## src/rtl/kbd_scan_bridge.sv

```systemverilog
// Keyboard scan-code to UART bridge: optional break/extended-code filter,
// DEPTH-entry FIFO with overflow flag, and a write/busy egress handshake with ack timeout.
module kbd_scan_bridge #(
    parameter int DATA_W       = 8,
    parameter int DEPTH        = 8,
    parameter int ACK_TIMEOUT  = 15,
    parameter int FILTER_BREAK = 1
) (
    input  logic                       clk,
    input  logic                       reset,
    input  logic                       read,
    input  logic [DATA_W-1:0]          rx_data,
    input  logic                       busy,
    output logic                       write,
    output logic [DATA_W-1:0]          tx_data,
    output logic [$clog2(DEPTH+1)-1:0] fifo_count,
    output logic                       overflow
);
    localparam int AW = $clog2(DEPTH);
    localparam int CW = $clog2(DEPTH+1);
    localparam int TW = (ACK_TIMEOUT > 1) ? $clog2(ACK_TIMEOUT) : 1;

    typedef enum logic [1:0] {IDLE, STROBE, WAIT_ACK, WAIT_DONE} state_t;

    logic              accept;
    logic              push_valid_reg;
    logic [DATA_W-1:0] push_data_reg;
    logic [DATA_W-1:0] mem [DEPTH];
    logic [AW-1:0]     wr_ptr_reg, rd_ptr_reg;
    logic [CW-1:0]     count_reg;
    logic              overflow_reg;
    logic              full, empty, push_ok, pop;
    state_t            state_reg, state_next;
    logic [TW-1:0]     timer_reg, timer_next;
    logic              write_reg, write_next;
    logic [DATA_W-1:0] tx_data_reg;

    generate
        if (FILTER_BREAK != 0) begin : g_filter
            logic break_pending_reg;
            logic is_break, is_ext;
            assign is_break = (rx_data[7:0] == 8'hF0);
            assign is_ext   = (rx_data[7:0] == 8'hE0);
            assign accept   = !is_break && !is_ext && !break_pending_reg;
            // E0 leaves the pending flag alone so E0 F0 xx is swallowed as a whole.
            always_ff @(posedge clk or posedge reset) begin
                if (reset)
                    break_pending_reg <= 1'b0;
                else if (read && !is_ext)
                    break_pending_reg <= is_break;
            end
        end else begin : g_pass
            assign accept = 1'b1;
        end
    endgenerate

    // Registered ingress stage; gives the two-edge read-to-write latency.
    always_ff @(posedge clk or posedge reset) begin
        if (reset) begin
            push_valid_reg <= 1'b0;
            push_data_reg  <= '0;
        end else begin
            push_valid_reg <= read && accept;
            if (read)
                push_data_reg <= rx_data;
        end
    end

    assign full    = (count_reg == CW'(DEPTH));
    assign empty   = (count_reg == '0);
    assign push_ok = push_valid_reg && (!full || pop);

    always_ff @(posedge clk) begin
        if (push_ok)
            mem[wr_ptr_reg] <= push_data_reg;
    end

    always_ff @(posedge clk or posedge reset) begin
        if (reset) begin
            wr_ptr_reg   <= '0;
            rd_ptr_reg   <= '0;
            count_reg    <= '0;
            overflow_reg <= 1'b0;
            tx_data_reg  <= '0;
        end else begin
            if (push_ok)
                wr_ptr_reg <= wr_ptr_reg + AW'(1);
            if (pop) begin
                rd_ptr_reg  <= rd_ptr_reg + AW'(1);
                tx_data_reg <= mem[rd_ptr_reg];
            end
            case ({push_ok, pop})
                2'b10:   count_reg <= count_reg + CW'(1);
                2'b01:   count_reg <= count_reg - CW'(1);
                default: count_reg <= count_reg;
            endcase
            if (push_valid_reg && full && !pop)
                overflow_reg <= 1'b1;
        end
    end

    always_ff @(posedge clk or posedge reset) begin
        if (reset) begin
            state_reg <= IDLE;
            timer_reg <= '0;
            write_reg <= 1'b0;
        end else begin
            state_reg <= state_next;
            timer_reg <= timer_next;
            write_reg <= write_next;
        end
    end

    always_comb begin
        state_next = state_reg;
        timer_next = timer_reg;
        write_next = 1'b0;
        pop        = 1'b0;
        case (state_reg)
            IDLE: begin
                if (!empty && !busy) begin
                    pop        = 1'b1;
                    write_next = 1'b1;
                    state_next = STROBE;
                end
            end
            STROBE: begin
                timer_next = '0;
                state_next = WAIT_ACK;
            end
            WAIT_ACK: begin
                // A byte the UART never acknowledges is dropped, not retried.
                if (busy)
                    state_next = WAIT_DONE;
                else if (timer_reg == TW'(ACK_TIMEOUT-1))
                    state_next = IDLE;
                else
                    timer_next = timer_reg + TW'(1);
            end
            WAIT_DONE: begin
                if (!busy)
                    state_next = IDLE;
            end
            default: state_next = IDLE;
        endcase
    end

    assign write      = write_reg;
    assign tx_data    = tx_data_reg;
    assign fifo_count = count_reg;
    assign overflow   = overflow_reg;
endmodule
```

## config.mk

```make
export PLATFORM = sky130hd
export DESIGN_NAME = kbd_scan_bridge
export DESIGN_NICKNAME = d
export VERILOG_FILES = /design/src/rtl/kbd_scan_bridge.sv
export SDC_FILE = /design/constraint.sdc
export NUM_CORES = 1
export LEC_CHECK = 0
export CAP_MARGIN = 40
export CELL_PAD_IN_SITES_DETAIL_PLACEMENT = 0
export CELL_PAD_IN_SITES_GLOBAL_PLACEMENT = 1
export CORE_MARGIN = 3
export CORE_UTILIZATION = 50
export CTS_CLUSTER_SIZE = 30
export DETAILED_ROUTE_END_ITERATION = 6
export GPL_ROUTABILITY_DRIVEN = 0
export PLACE_DENSITY_LB_ADDON = 0.2
export SLEW_MARGIN = 20
export SYNTH_ARGS = -nofsm -noshare
export SYNTH_HDL_FRONTEND = slang
export SYNTH_SLANG_ARGS = --single-unit
export TNS_END_PERCENT = 1
```

## constraint.sdc

```tcl
create_clock -name clk -period 5.86 [get_ports clk]
set_input_delay 0.586 -clock clk [delete_from_list [all_inputs] [get_ports clk]]
set_output_delay 0.586 -clock clk [all_outputs]
set_load 0.1 [all_outputs]
```

==> results of run 1 <==
worst max-delay path, cell delays in order:
cell             delay, ns
clkdlybuf4s50_1       0.46
or3_1                 0.46
or2_1                 0.55
nor2_1                0.23
xor2_1                0.09
ha_1                  0.20
nor2_1                0.07
nor4b_1               0.25
a31oi_1               0.09
xnor2_1               0.16
path summary, 6_finish.rpt:
path | cells past startpoint | end | startpoint | slack, ns
max | 10 | fifo_count[2]$_DFFE_PP0P_ | busy | 2.94
max in group asynchronous | 3 | push_data_reg[6]$_DFFE_PP0P_ | reset | 4.90
max reg2reg | 9 | fifo_count[2]$_DFFE_PP0P_ | state_reg[1]$_DFFE_PP0P_ | 3.14
min in group asynchronous | 3 | timer_reg[2]$_DFFE_PP0P_ | reset | 0.63
min | 1 | push_valid_reg$_DFF_PP0_ | g_filter.break_pending_reg$_DFFE_PP0P_ | 0.44
min reg2reg | 1 | push_valid_reg$_DFF_PP0_ | g_filter.break_pending_reg$_DFFE_PP0P_ | 0.44
power by group through the flow:
stage          logic, mW  registers (mW)  clock network, mW
2_1_floorplan      0.413            1.32                  0
3_3_place_gp       0.830            1.10                  0
3_5_place_dp        1.02            1.08                  0
4_1_cts             1.03            1.06              0.491
5_1_grt             1.09            1.09              0.518
6_report            1.01            1.06              0.477
per-stage QoR:
step	instances	instance area (um2)	total power [mW]
floorplan	241	4000	1.73
global route	391	4810	2.69
finish	391	4810	2.55
global placement	357	4330	1.93
detailed placement	374	4580	2.10
CTS	390	4810	2.58
cells by family after synthesis:
| group | share of synthesized area (%) |
|---|---|
| adder cells (fa/ha/maj) | 1.56 |
| buffers and inverters | 2.03 |
| multiplexers | 13.9 |
| AO/OA/AOI/OAI | 3.03 |
| XOR/XNOR | 2.19 |
| flip-flops | 70.5 |
| AND/OR/NAND/NOR | 6.79 |
cells in the final DEF, fill, tap and decap left out, types with 2 or more instances in the layout:
| cell | count |
|---|---|
| dfrtp_1 | 36 |
| mux2_2 | 8 |
| inv_1 | 5 |
| nand4_1 | 3 |
| nand3_1 | 4 |
| clkdlybuf4s50_1 | 25 |
| mux4_2 | 16 |
| buf_8 | 14 |
| inv_6 | 2 |
| buf_2 | 2 |
| buf_4 | 3 |
| xor2_1 | 4 |
| nand2b_1 | 2 |
| nor2_1 | 10 |
| clkbuf_8 | 9 |
| nor4_1 | 2 |
| edfxtp_1 | 64 |
| bufinv_16 | 2 |
| nand2_1 | 23 |
| ha_1 | 5 |
| nor3_1 | 4 |
| xnor2_1 | 6 |
| o21ai_0 | 11 |
| mux2i_1 | 9 |
| a31oi_1 | 3 |
cells in the mapped netlist, drive strengths merged (5+ instances only):
cell type	count
buf	6
dfrtp	36
edfxtp	64
ha	5
inv	5
mux2	8
mux2i	10
mux4	16
nand2	23
nor2	10
nor3	5
o21ai	11
xnor2	6
metal layers:
metal | up-vias | share of wire [%]
li1 | 1002 | -
met1 | 1023 | 45
met2 | 71 | 47
met3 | 6 | 6.9
met4 | 0 | 0.73
met5 | - | 0
final cells by class:
type	count	area share [%]
clock inverter	7	2.05
clock buffer	9	2.57
sequential	100	58.7
timing repair buffer	45	10.8
inverter	5	0.390
tap	99	2.57
multi-input combinational	126	22.9
==> metrics.md, run 1 <==
| Metric | Value |
|---|---|
| Vias in the first global route | `2086` |
| Setup violators final | `0` |
| Initial Util | `53.5%` |
| Global routing's busiest layer | `met2` |
| Routed len/inst | `17.6 um` |
| Place WS | `2.59 ns` |
| # hold bufs at CTS | `0` |
| Slew headroom | `50.5%` |
| Top_reg_cell synth | `edfxtp_1` |
| Filler instances | `534` |
| Synth warnings | `0` |
| TritonCTS Sinks | `100` |
| Power share of the combinational group | `39.7%` |
| Layout cell share with drive strength beyond 1 | `21.9%` |
| Setup bufs post-CTS | `0` |
| Synth unique cells | `37` |
| CTS root buf | `clkbuf_8` |
| IO Pins | `26` |
| Ys async rst share | `36.0%` |
| Fmax | `0.342 GHz` |
| Met3 GRT Util | `4.26%` |
| Sw frac | `38.0%` |
| Number of detailed-route iterations in the first pass | `4` |
| Vias per cell | `5.38` |
| RSZ-0062 raised after global routing | `false` |
| Setup TNS | `0 ns` |
| Clk slew on worst S/H paths | `0.10 ns` |
| Minimum clock period | `2.92 ns` |
| Max reg flops | `64` |
| Synth area leader | `edfxtp_1` |
| Crit start category | `input port` |
| Worst-margin pin slew | `0.742 ns` |
| Synth area leaders | `edfxtp_1 48%, dfrtp_1 23%, mux4_2 9.0%, mux2i_1 2.3%, mux2_2 2.3%` |
| Worst Hold Class | `reg2reg` |
| Worst-case vdd ir drop | `240 uV` |
| Row count | `31` |
| Number of DRC markers in iteration 0 | `123` |
| Crit. End Element | `register` |
| Setup ws final | `2.94 ns` |
| Critical path peak fanout | `23` |
| Critical Path RT | `6.09 ns` |
| P_int | `1.58 mW` |
| Crit path kind | `in2reg` |
| Register area | `2820 um2` |
| Clock power frac | `18.7%` |
| Core Area | `7490 um2` |
| Switching pwr | `0.971 mW` |
| Post-DRT Antenna Nets | `0` |
| Area occupied by multi-input gates | `1100 um2` |
| EDFF count, synth | `64` |
| Max Slew Vio Count | `0` |
| Die width | `95.5 um` |
| Largest net degree at the start of global routing | `37` |
| Final Cycle Share | `49.9%` |
| Max cap viols | `0` |
| PD cells | `531 nW/um2` |
| Routed vias | `2102` |
| Clock latency on the worst-skew pair | `0.35 ns` |
| Area share of the largest cell type after synthesis | `48.0%` |
| Synth-to-layout area growth | `20.2%` |
| Crit path DAT | `3.16 ns` |
| Syn_area_per_cell | `16.6 um2` |
| # DRC | `0` |
| Met2 usage | `26.2%` |
| Synth Register Bits | `100` |
| Cell Area, Synth | `4000 um2` |
| First-pass GRT wire length | `11200 um` |
| Inserted Clock Buffers | `9` |
| Flop pwr share | `41.6%` |
| Post-Synthesis Net Count | `258` |
| Cell count after synthesis | `241` |
| Tot GR Track Use | `16.9%` |
| Sequential share of the synthesized area | `70.5%` |
| Final Core Density | `64.3%` |
| Total die area | `9110 um2` |
| Antenna Cells | `0` |
| CTS tree | `built` |
| Die Ht | `95.5 um` |
| Initial antenna violation count | `0` |
| Final hold violations | `0` |
| Routed wire length | `6860 um` |
| Leak Pwr | `1.82 nW` |
| Final hold slack | `0.437 ns` |
| Dpl hpwl | `4780 um` |
| Number of I/O port buffers | `25` |
| NumNets Final | `304` |
| Met1 Use GR | `24.4%` |
| Post-cts sizing count | `0` |
| Worst clock skew | `0.0112 ns` |
| Congestion Overflow GR | `0` |
| H-tree depth | `3` |
| Status | `finished, final reports clean` |
| CTS Buffer Depth | `2` |
Power figures use the tool's default switching activity.
==> run 2, diff against run 1 <==
Settings changed: CORE_UTILIZATION 50 to 45.
Clock period 5.86 ns to 2.55 ns, I/O delays scaled along.
==> run 2 against run 1 <==
  * Sequential power rose by 120%
  * Combinational power rose by 100%
  * Critical path depth fell by 1
  * Register-to-register slack got worse by 2.8 ns
  * Die area rose by 10%
  * Clock skew fell by 0.0025 ns
==> metrics.md, run 2 (synthesis gave the netlist of run 1 again) <==
| Metric | Value |
|---|---|
| Status | `finished, final reports clean` |
| Tot GR Track Use | `14.1% (-2.8 points)` |
| Total die area | `10100 um2 (+10%)` |
| Final Cycle Share | `84.9%` |
| Max reg flops | `64 (unchanged)` |
| Worst Hold Class | `in2async` |
| Clk slew on worst S/H paths | `0.09 ns (about the same)` |
| Vias per cell | `5.32 (-0.95%)` |
| Row count | `33 (+6.5%)` |
| PD cells | `1190 nW/um2 (+120%)` |
| FF-to-FF End | `fifo_count[2]$_DFFE_PP0P_` |
| NumNets Final | `298 (-2.0%)` |
| IO Pins | `26 (unchanged)` |
| Setup violators final | `0 (unchanged)` |
| Die Ht | `100 um (+5.1%)` |
| Worst-case vdd ir drop | `480 uV (+100%)` |
| Vias in the first global route | `2070 (-0.77%)` |
| Reg2Reg Depth | `9 (unchanged)` |
| First-pass GRT wire length | `10600 um (-4.9%)` |
| Slew headroom | `62.1% (+12 points)` |
| Setup ws final | `0.384 ns (-2.55 ns)` |
| Die width | `100 um (+5.1%)` |
| Max cap viols | `0 (unchanged)` |
| Final hold violations | `0 (unchanged)` |
| # hold bufs at CTS | `0 (unchanged)` |
| Clock latency on the worst-skew pair | `0.35 ns (about the same)` |
| Post-cts sizing count | `0 (unchanged)` |
| Most frequent cells in the layout | `64 x edfxtp_1, 36 x dfrtp_1, 28 x buf_4` |
| Filler instances | `702 (+31%)` |
| Routed len/inst | `16.4 um (-6.6%)` |
| Post-DRT Antenna Nets | `0 (unchanged)` |
| Final hold slack | `0.304 ns (-0.134 ns)` |
| Max Slew Vio Count | `0 (unchanged)` |
| Power, Total | `5.48 mW (+110%)` |
| Crit. End Element | `register` |
| Routed vias | `2082 (-0.95%)` |
| TritonCTS Sinks | `100 (unchanged)` |
| Routed wire length | `6410 um (-6.6%)` |
| CTS Buffer Depth | `2 (unchanged)` |
| Fmax | `0.462 GHz` |
| Number of DRC markers in iteration 0 | `86 (-30%)` |
| Initial antenna violation count | `0 (unchanged)` |
| Register area | `2820 um2 (unchanged)` |
| Non-filler cells in the finished layout | `391 (unchanged)` |
| Place WS | `0.146 ns (-2.45 ns)` |
| Critical path peak fanout | `8 (-65%)` |
| H-tree depth | `3 (unchanged)` |
| Largest net degree at the start of global routing | `37 (unchanged)` |
| Crit path DAT | `2.41 ns (-0.75 ns)` |
| Critical Path RT | `2.79 ns (-3.30 ns)` |
| Worst-margin pin slew | `0.568 ns (-0.174 ns)` |
| Minimum clock period | `2.17 ns` |
| Number of detailed-route iterations in the first pass | `4 (unchanged)` |
| RSZ-0062 raised after global routing | `false` |
| Crit path kind | `reg2reg` |
| CTS root buf | `clkbuf_8` |
| Number of I/O port buffers | `25 (unchanged)` |
| R2R Setup Slk | `0.38 ns (-2.76 ns)` |
| CTS tree | `built` |
| Inserted Clock Buffers | `9 (unchanged)` |
| Congestion Overflow GR | `0 (unchanged)` |
| Most common cell after layout, fill and taps aside | `edfxtp_1` |
| Worst clock skew | `0.00867 ns (-0.00254 ns)` |
| Reg2Reg Launch Point | `state_reg[1]$_DFFE_PP0P_` |
| Setup bufs post-CTS | `0 (unchanged)` |
| Initial Util | `47.5% (-5.9 points)` |
| Synth-to-layout area growth | `15.4%` |
| Antenna Cells | `0 (unchanged)` |
| Core Area | `8420 um2 (+13%)` |
| Crit start category | `register` |
| Area occupied by multi-input gates | `1100 um2 (+0.11%)` |
| Placed cell count | `375 (+0.27%)` |
| Layout cell share with drive strength beyond 1 | `24.5% (+2.6 points)` |
| Leak Pwr | `1.77 nW (-2.9%)` |
| # DRC | `0 (unchanged)` |
| Dpl hpwl | `4320 um (-9.7%)` |
[run 2: cell types whose count changed in the layout (fill, tap and decap cells not counted)]
| cell | previous run | this run |
|---|---|---|
| buf_16 | 1 | 0 |
| buf_2 | 2 | 0 |
| buf_4 | 3 | 28 |
| buf_8 | 14 | 0 |
| clkbuf_1 | 0 | 2 |
| clkbuf_8 | 9 | 10 |
| clkdlybuf4s50_1 | 25 | 11 |
| clkinvlp_4 | 1 | 0 |
| inv_6 | 2 | 0 |
| nor3_1 | 4 | 5 |
| nor3_2 | 1 | 0 |
| nor4_1 | 2 | 1 |
| nor4_2 | 0 | 1 |
[run 2: metal layers]
metal	up-vias	global-route usage, %	share of wire, %
li1	988	-	-
met2	36	21.6	47
met4	0	6.53	1.9
met5	-	0	0
met1	1048	19.7	47
met3	10	2.71	3.9
[run 2: worst max path at each step]
stage / slack, ns / depth (start not counted) / start / end
finish: 0.38 / 9 / state_reg[1]$_DFFE_PP0P_ / fifo_count[2]$_DFFE_PP0P_
global placement: 0.21 / 10 / busy / fifo_count[2]$_DFFE_PP0P_
floorplan: -0.18 / 11 / fifo_count[0]$_DFFE_PP0P_ / fifo_count[2]$_DFFE_PP0P_
detailed placement: 0.15 / 10 / busy / fifo_count[2]$_DFFE_PP0P_
global route: 0.21 / 9 / state_reg[1]$_DFFE_PP0P_ / fifo_count[2]$_DFFE_PP0P_
CTS: 0.36 / 9 / state_reg[1]$_DFFE_PP0P_ / fifo_count[2]$_DFFE_PP0P_
[run 2: final cells by class]
| cell class | instances | area share [%] |
|---|---|---|
| well taps | 105 | 2.85 |
| inverters | 5 | 0.407 |
| multi-input cells | 126 | 23.9 |
| clock buffers | 12 | 3.14 |
| clock inverters | 4 | 1.60 |
| repair buffers | 39 | 6.94 |
| flip-flops and latches | 100 | 61.2 |
[run 2: per-stage QoR]
stage	setup TNS (ns)	utilization (%)	instance area (um2)
floorplan	-1.44	-	4010
global placement	0	52.2	4400
detailed placement	0	52.2	4400
CTS	0	54.8	4620
global route	0	54.8	4620
finish	0	54.8	4620
[run 2: power by group]
part           switching, mW  internal [mW]  total (mW)
registers              0.278           2.07        2.35
logic                   1.34          0.708        2.05
clock network          0.507          0.581        1.09
total                   2.12           3.36        5.48
[run 2: worst max-delay path, stage by stage, from the launching register on]
cell and delay (ns):
dfrtp_1 0.46, or3_1 0.39, or2_1 0.25, nor2_1 0.11, xor2_1 0.08, ha_1 0.20
nor2_1 0.08, nor4b_1 0.25, a31oi_1 0.09, xnor2_1 0.14
==> run 3, diff against run 2 <==
Settings changed: CORE_UTILIZATION 45 to 50.
Clock period 2.55 ns to 2.1 ns, I/O delays scaled along.
==> run 3 against run 2 <==
  * Clock power down 4%
  * Combinational power is 31% higher
  * Cell count up 0.77%
  * Global-route usage is 2.4 points higher
  * Critical endpoint unchanged
  * Largest cell class unchanged
==> metrics.md, run 3 (synthesis gave the netlist of run 1 again) <==
| Metric | Value |
|---|---|
| TritonCTS Sinks | `100 (unchanged)` |
| Max reg flops | `64 (unchanged)` |
| CP max stage cell | `dfrtp_1` |
| # hold bufs at CTS | `0 (unchanged)` |
| R2R Setup Slk | `0.06 ns (-0.32 ns)` |
| Worst-margin pin slew | `0.552 ns (-0.0154 ns)` |
| Worst-case vdd ir drop | `732 uV (+52%)` |
| Fmax | `0.490 GHz (+6.2%)` |
| Synth-to-layout area growth | `16.8%` |
| Tot GR Track Use | `16.5% (+2.4 points)` |
| Antenna Cells | `0 (unchanged)` |
| Vias in the first global route | `2119 (+2.4%)` |
| Delay-heaviest family, CP | `simple AND/OR/NAND/NOR gates` |
| PD cells | `1410 nW/um2 (+19%)` |
| Max cap viols | `0 (unchanged)` |
| Leak Pwr | `1.78 nW (+0.80%)` |
| Core Area | `7490 um2 (-11%)` |
| Routed len/inst | `16.7 um (+2.1%)` |
| Most frequent cells in the layout | `64 x edfxtp_1, 37 x buf_4, 32 x dfrtp_1` |
| Largest net degree at the start of global routing | `23 (-38%)` |
| Max Slew Vio Count | `0 (unchanged)` |
| Final hold violations | `0 (unchanged)` |
| Placed inst area | `4470 um2 (+1.7%)` |
| Routed vias | `2097 (+0.72%)` |
| First-pass GRT wire length | `11000 um (+3.4%)` |
| Inserted Clock Buffers | `9 (unchanged)` |
| Setup ws final | `0.0603 ns (-0.324 ns)` |
| Slew headroom | `63.2% (+1.0 points)` |
| Levels on crit path | `9 (unchanged)` |
| Minimum clock period | `2.04 ns (-0.126 ns)` |
| CP Buf/Inv Count | `0 (unchanged)` |
| Setup violators final | `0 (unchanged)` |
| # DRC | `0 (unchanged)` |
| Die Ht | `95.5 um (-4.8%)` |
| Layout cell share with drive strength beyond 1 | `30.2% (+5.7 points)` |
| Post-DRT Antenna Nets | `0 (unchanged)` |
| Die width | `95.5 um (-4.8%)` |
| Initial Util | `53.5% (+5.9 points)` |
| Number of detailed-route iterations in the first pass | `4 (unchanged)` |
| Clk slew on worst S/H paths | `0.09 ns (about the same)` |
| Crit path kind | `reg2reg` |
| Routed wire length | `6590 um (+2.8%)` |
| Reg2Reg Depth | `9 (unchanged)` |
| Crit start category | `register` |
| Vias per cell | `5.32 (about the same)` |
| Power, Total | `6.58 mW (+20%)` |
| Number of I/O port buffers | `25 (unchanged)` |
| IO Pins | `26 (unchanged)` |
| Number of DRC markers in iteration 0 | `146 (+70%)` |
| Crit. End Element | `register` |
| Final hold slack | `0.0988 ns (-0.205 ns)` |
| CTS root buf | `clkbuf_8` |
| CTS tree | `built` |
| Initial antenna violation count | `0 (unchanged)` |
| NumNets Final | `307 (+3.0%)` |
| Clock latency on the worst-skew pair | `0.35 ns (about the same)` |
| Reg2Reg Launch Point | `state_reg[1]$_DFFE_PP0P_` |
| RSZ-0062 raised after global routing | `true` |
| H-tree depth | `3 (unchanged)` |
| Design area | `4670 um2 (+1.2%)` |
| Row count | `31 (-6.1%)` |
| FF-to-FF End | `fifo_count[2]$_DFFE_PP0P_` |
| Congestion Overflow GR | `0 (unchanged)` |
| CTS Buffer Depth | `2 (unchanged)` |
| Place WS | `-0.264 ns (-0.410 ns)` |
| Worst Setup EP | `fifo_count[2]$_DFFE_PP0P_` |
| Final Cycle Share | `97.1% (+12 points)` |
| Total die area | `9110 um2 (-9.4%)` |
| Final Core Density | `62.4% (+7.6 points)` |
| Critical Path RT | `2.38 ns (-0.41 ns)` |
| Crit path DAT | `2.32 ns (-0.09 ns)` |
| Dpl hpwl | `4570 um (+5.8%)` |
| Worst setup path startpoint | `state_reg[1]$_DFFE_PP0P_` |
| Worst clock skew | `0.0101 ns (+0.00143 ns)` |
| Worst-path cell chain | `or3_4, or2_4, nor2_4, xor2_1, ha_2, nor2_1, nor4b_2, a31oi_1, xnor2_1` |
| Worst Hold Class | `in2async` |
| Largest stage delay, worst path | `0.39 ns (-0.07 ns)` |
| Critical path peak fanout | `2 (-6)` |
| Status | `finished, final reports clean` |
| Most common cell after layout, fill and taps aside | `edfxtp_1` |
[run 3: worst min-delay path by stage]
stage,start,end,slack [ns],cells after the start
detailed placement,g_filter.break_pending_reg$_DFFE_PP0P_,push_valid_reg$_DFF_PP0_,0.42,1
global placement,g_filter.break_pending_reg$_DFFE_PP0P_,push_valid_reg$_DFF_PP0_,0.42,1
CTS,reset,timer_reg[0]$_DFFE_PP0P_,0.1,2
floorplan,busy,state_reg[0]$_DFFE_PP0P_,0.33,2
finish,reset,timer_reg[0]$_DFFE_PP0P_,0.1,2
global route,reset,timer_reg[1]$_DFFE_PP0P_,0.11,2
[run 3: metal layers]
metal / track usage, % / up-vias / wire [um]
met5: 0 / - / 0
met2: 25.3 / 48 / 3170
met4: 3.91 / 0 / 52
met1: 23.2 / 1035 / 3090
met3: 5.21 / 5 / 273
li1: - / 1009 / -
[run 3: report_power, final]
part / leakage [nW] / internal, mW / switching, mW
combinational: 0.684 / 0.968 / 1.72
clock: 0.0780 / 0.430 / 0.624
sequential: 1.02 / 2.52 / 0.316
total: 1.78 / 3.92 / 2.66
[run 3: worst register-to-register path: stages, from the launching register on]
cell	delay, ns
dfrtp_1	0.39
or3_4	0.39
or2_4	0.25
nor2_4	0.08
xor2_1	0.15
ha_2	0.19
nor2_1	0.03
nor4b_2	0.14
a31oi_1	0.20
xnor2_1	0.14
[run 3: layout make-up]
cell class / count / area [um2]
inverter: 5 / 18.8
multi-input combinational: 126 / 1150
clock buffer: 10 / 128
sequential: 100 / 2830
clock inverter: 6 / 40.0
fill: 562 / 2810
timing repair buffer: 48 / 388
tap: 99 / 124
[run 3: what timing repair did]
item / in CTS / in global routing
resized for setup: 1 / 3
buffers inserted: 0 / 2
pin swaps: 0 / 4
endpoints found under the setup margin: 1 / 9
[run 3: stage by stage]
| stage | cells | setup TNS (ns) |
|---|---|---|
| 5_1_grt | 394 | -0.0505 |
| 3_5_place_dp | 376 | -5.11 |
| 3_3_place_gp | 376 | -4.21 |
| 2_1_floorplan | 241 | -5.55 |
| 6_report | 394 | 0 |
| 4_1_cts | 392 | 0 |
